**src/rtl/ps2_kbd_pkg.sv**
```systemverilog
// Scan-code set 2 constants and prefix FSM state encoding shared by the PS/2 key decoder.
package ps2_kbd_pkg;

  localparam logic [7:0] SC_EXT   = 8'hE0;
  localparam logic [7:0] SC_BRK   = 8'hF0;
  localparam logic [7:0] SC_ENTER = 8'h5A;
  localparam logic [7:0] SC_LEFT  = 8'h6B;
  localparam logic [7:0] SC_RIGHT = 8'h74;
  localparam logic [7:0] SC_KEY_A = 8'h1C;
  localparam logic [7:0] SC_KEY_D = 8'h23;

  typedef enum logic [1:0] {
    ST_IDLE    = 2'd0,
    ST_EXT     = 2'd1,
    ST_BRK     = 2'd2,
    ST_EXT_BRK = 2'd3
  } kbd_state_e;

endpackage

```
**src/rtl/ps2_key_decoder.sv**
```systemverilog
// Turns PS/2 set-2 bytes into held-key levels for Enter, Left and Right arrows.
// Define ALT_WASD_KEYS_EN to let the A and D letter keys also drive LeftEn / RightEn.
module ps2_key_decoder
  import ps2_kbd_pkg::*;
#(
  parameter logic [7:0] ENTER_CODE = SC_ENTER,
  parameter logic [7:0] LEFT_CODE  = SC_LEFT,
  parameter logic [7:0] RIGHT_CODE = SC_RIGHT
) (
  input  logic       CLOCK_50,
  input  logic       Reset,
  input  logic [7:0] received_data,
  input  logic       received_data_en,
  output logic       EnterEn,
  output logic       LeftEn,
  output logic       RightEn,
  output logic [7:0] key_data,
  output logic [1:0] state_dbg
);

  // Handshake: received_data is consumed on every rising edge where
  // received_data_en is high; there is no back-pressure (always ready).

  kbd_state_e state_q, state_nxt;
  logic       enter_q, enter_nxt;
  logic       left_q, left_nxt;
  logic       right_q, right_nxt;
  logic       do_decode, is_make, is_ext;
  logic       byte_is_ext, byte_is_brk;

  assign byte_is_ext = (received_data == SC_EXT);
  assign byte_is_brk = (received_data == SC_BRK);

  always_comb begin
    state_nxt = state_q;
    do_decode = 1'b0;
    is_make   = 1'b0;
    is_ext    = 1'b0;
    if (received_data_en) begin
      case (state_q)
        ST_IDLE: begin
          if (byte_is_ext)      state_nxt = ST_EXT;
          else if (byte_is_brk) state_nxt = ST_BRK;
          else begin
            do_decode = 1'b1;
            is_make   = 1'b1;
          end
        end
        ST_EXT: begin
          if (byte_is_brk)      state_nxt = ST_EXT_BRK;
          else if (byte_is_ext) state_nxt = ST_EXT;
          else begin
            do_decode = 1'b1;
            is_make   = 1'b1;
            is_ext    = 1'b1;
            state_nxt = ST_IDLE;
          end
        end
        ST_BRK: begin
          if (byte_is_brk)      state_nxt = ST_BRK;
          else if (byte_is_ext) state_nxt = ST_EXT_BRK;
          else begin
            do_decode = 1'b1;
            state_nxt = ST_IDLE;
          end
        end
        ST_EXT_BRK: begin
          if (byte_is_ext || byte_is_brk) state_nxt = ST_EXT_BRK;
          else begin
            do_decode = 1'b1;
            is_ext    = 1'b1;
            state_nxt = ST_IDLE;
          end
        end
        default: state_nxt = ST_IDLE;
      endcase
    end
  end

  // Each flag only moves on a matching code; anything else leaves it as is.
  always_comb begin
    enter_nxt = enter_q;
    left_nxt  = left_q;
    right_nxt = right_q;
    if (do_decode) begin
      if (!is_ext && received_data == ENTER_CODE) enter_nxt = is_make;
      if (is_ext && received_data == LEFT_CODE)   left_nxt  = is_make;
      if (is_ext && received_data == RIGHT_CODE)  right_nxt = is_make;
    end
  end

  always_ff @(posedge CLOCK_50) begin
    if (Reset) begin
      state_q  <= ST_IDLE;
      enter_q  <= 1'b0;
      left_q   <= 1'b0;
      right_q  <= 1'b0;
      key_data <= 8'h00;
    end else begin
      state_q <= state_nxt;
      enter_q <= enter_nxt;
      left_q  <= left_nxt;
      right_q <= right_nxt;
      if (received_data_en) key_data <= received_data;
    end
  end

`ifdef ALT_WASD_KEYS_EN
  // Letter keys are tracked apart from the arrows so releasing one
  // direction source does not drop a flag still held by the other.
  logic key_a_q, key_a_nxt;
  logic key_d_q, key_d_nxt;

  always_comb begin
    key_a_nxt = key_a_q;
    key_d_nxt = key_d_q;
    if (do_decode && !is_ext) begin
      if (received_data == SC_KEY_A) key_a_nxt = is_make;
      if (received_data == SC_KEY_D) key_d_nxt = is_make;
    end
  end

  always_ff @(posedge CLOCK_50) begin
    if (Reset) begin
      key_a_q <= 1'b0;
      key_d_q <= 1'b0;
    end else begin
      key_a_q <= key_a_nxt;
      key_d_q <= key_d_nxt;
    end
  end

  assign LeftEn  = left_q | key_a_q;
  assign RightEn = right_q | key_d_q;
`else
  assign LeftEn  = left_q;
  assign RightEn = right_q;
`endif

  assign EnterEn   = enter_q;
  assign state_dbg = state_q;

endmodule

```
**config.mk**
```make
export PLATFORM = sky130hd
export DESIGN_NAME = ps2_key_decoder
export DESIGN_NICKNAME = d
export VERILOG_FILES = /design/src/rtl/ps2_kbd_pkg.sv /design/src/rtl/ps2_key_decoder.sv
export SDC_FILE = /design/constraint.sdc
export NUM_CORES = 1
export LEC_CHECK = 0
export ABC_AREA = 1
export BUFFER_PORTS_ARGS = -buffer_cell sky130_fd_sc_hd__buf_2
export CAP_MARGIN = 20
export CORE_MARGIN = 4
export CORE_UTILIZATION = 53
export DETAILED_ROUTE_END_ITERATION = 10
export GPL_TIMING_DRIVEN = 0
export PLACE_DENSITY = 0.82
export SLEW_MARGIN = 20
export SYNTH_ARGS = -nofsm -noshare
export SYNTH_HDL_FRONTEND = slang
export SYNTH_SLANG_ARGS = --single-unit
export TNS_END_PERCENT = 30
```
**constraint.sdc**
```tcl
create_clock -name CLOCK_50 -period 4.2 [get_ports CLOCK_50]
set_clock_uncertainty 0.15 [all_clocks]
set_input_delay 0.63 -clock CLOCK_50 [delete_from_list [all_inputs] [get_ports CLOCK_50]]
set_output_delay 0.63 -clock CLOCK_50 [all_outputs]
set_load 0.01 [all_outputs]
```
==> flow_metrics.env <==
export IMPL_cts_clk_slew_worst_paths_ns=0.08
export IMPL_dieArea_um2=2180
export IMPL_yosys_top_cells_count="nor2_1, nand2_1, inv_1"
export IMPL_setup_tns_ns=0
export IMPL_antenna_found_initial=0
export IMPL_tightest_slew_ns=0.335
export IMPL_drtIter0Drc=5
export IMPL_cts_buffers=3
export IMPL_leakage_nw=0.495
export IMPL_grt_pass1_wl_um=2830
export IMPL_htreeDepth=1
export IMPL_synthArstFlopShare=0
export IMPL_syn_to_final_growth_pct=20.2
export IMPL_drc=0
export IMPL_synth_most_common_cell="nor2_1"
export IMPL_rsz0062_at_grt="false"
export IMPL_cp_buffers_inverters=1
export IMPL_crit_start="state_dbg[0]"
export IMPL_pre_cts_ws_ns=2.45
export IMPL_viasPerCell=4.91
export IMPL_outcome="complete, no violations"
export IMPL_avgSynthCellArea_um2=6.79
export IMPL_nets=160
export IMPL_cp_start_kind="register"
export IMPL_yosysTopAreaCell="dfxtp_1"
export IMPL_synth_distinct_cells=21
export IMPL_clock_root_buffer="clkbuf_4"
export IMPL_synth_seq_area_share=0.328
export IMPL_vdd_drop_max_mv=0.186
export IMPL_power_density_nw_per_um2=294
export IMPL_track_usage=0.181
export IMPL_endpoint_kind="output pin"
export IMPL_crit_chain="buf_2"
export IMPL_fin_ws_ns=2.56
export IMPL_holdBufCountCts=0
export IMPL_syn_instance_count=117
export IMPL_dpl_hpwl_um=1330
export IMPL_reg2reg_from="state_dbg[1]"
export IMPL_drive_above_1_share=0.299
export IMPL_yosys_warnings=0
export IMPL_cts_setup_buffers=0
export IMPL_wl_um=1700
export IMPL_synth_nets=132
export IMPL_ant_nets=0
export IMPL_min_period_over_period=0.391
export IMPL_syn_area_um2=795
export IMPL_die_w_um=46.7
export IMPL_grt_pass1_vias=673
export IMPL_drt_wirelength_per_cell_um=10.7
export IMPL_initial_core_util=0.589
export IMPL_insertedDiodeCount=0
export IMPL_crit_slowest_cell="dfxtp_1"
export IMPL_maxSlewViolCount=0
export IMPL_core_um2=1350
export IMPL_vias=781
export IMPL_cts_resized=0
export IMPL_synth_seq_cells=13
export IMPL_place_gp_congestion=0.885
export IMPL_dr_pass1_iters=4
export IMPL_synth_top_area_frac=0.328
export IMPL_slowest_delay_ns=0.42
export IMPL_critical_path_required_ns=3.42
export IMPL_fmax_mhz=609
export IMPL_clkLatencyLatePin_ns=0.28
export IMPL_grt_overflow=0
export IMPL_fin_crit_ns=1.64
export IMPL_drv_cap=0
export IMPL_path_delay_family="flip-flops"
export IMPL_clk_path_buf_depth=2
export IMPL_min_delay_start="RightEn"
export IMPL_placementRows=13
export IMPL_io_pins=24
export IMPL_dieHeight_um=46.7
export IMPL_critical_path_class="register to output pin"
export IMPL_maxSlewHeadroom=0.776
export IMPL_synth_edff_count=0
export IMPL_numClockSinks=13
export IMPL_worstHoldPathType="register to register"
export IMPL_path_max_fanout=5
export IMPL_synth_area_leaders="dfxtp_1, nor2_1, nand2_1, inv_1, ha_1"
export IMPL_cts_tree="yes"
export IMPL_hold_slack_ns=0.337
export IMPL_setup_viol=0
export IMPL_hold_viol_final=0
export IMPL_arrival_ns=0.86
export IMPL_grt_max_degree=11
export IMPL_synth_flop_cell="dfxtp_1"
export IMPL_port_buffers=23
[worst reg2reg max path, delay by kind of cell (launching register included)]
family,cells,cell delay (ns)
AND/OR/NAND/NOR,5,0.60
flip-flops,1,0.41
adder cells (fa/ha/maj),1,0.19
buffers and inverters,2,0.16
[final cells by class]
type	instances	area [um2]
Multi-Input combinational cell	82	445
Fill cell	119	395
Sequential cell	13	260
Timing Repair Buffer	23	115
Inverter	19	71.3
Clock buffer	4	26.3
Tap cell	15	18.8
Buffer	3	17.5
[path summary, 6_finish.rpt]
check	endpoint	slack, ns	depth (start not counted)
setup / recovery	state_dbg[0]	2.56	1
hold / removal	RightEn	0.34	2
setup reg to reg	LeftEn	2.60	8
hold reg to reg	RightEn	0.34	2
[metal layers]
metal,up-vias,wire length [um],track usage
met5,-,0,0
met4,0,27,0.0663
met3,5,72,0.0391
met2,13,775,0.277
met1,334,824,0.248
li1,429,-,-
[layout by cell type, fill, tap and decap left out, types with 3 or more instances in the layout]
cell,n
clkbuf_4,3
nand4_1,6
nor2_2,3
a21oi_1,9
nand2_1,18
o21ai_0,9
nand2_2,4
ha_1,4
nor2_1,19
buf_2,25
dfxtp_1,13
inv_1,17
[metrics by stage]
stage	utilization	area [um2]	total power (W)	std cells
6_report	0.707	955	0.000281	159
5_1_grt	0.707	955	0.000298	159
4_1_cts	0.707	955	0.000282	159
3_5_place_dp	0.688	928	0.000205	155
3_3_place_gp	0.688	928	0.000203	155
2_1_floorplan	-	795	0.000183	117
[sequential cells by signal, summed over array words and instances (netlist names)]
name and count:
EnterEn 1, LeftEn 1, RightEn 1, key_data 8
state_dbg 2
[cell families after synthesis]
| group | share of synthesized area |
|---|---|
| compound gates | 0.161 |
| fa+ha+maj | 0.0630 |
| buf+inv | 0.112 |
| flops | 0.328 |
| simple gates | 0.337 |
[power breakdown]
group / switching (W) / internal [W] / leakage [nW]
clock network: 0.0000417 / 0.0000368 / 0.0150
logic: 0.0000419 / 0.0000251 / 0.373
registers: 0.00000482 / 0.000131 / 0.107
Power figures use the tool's default switching activity.
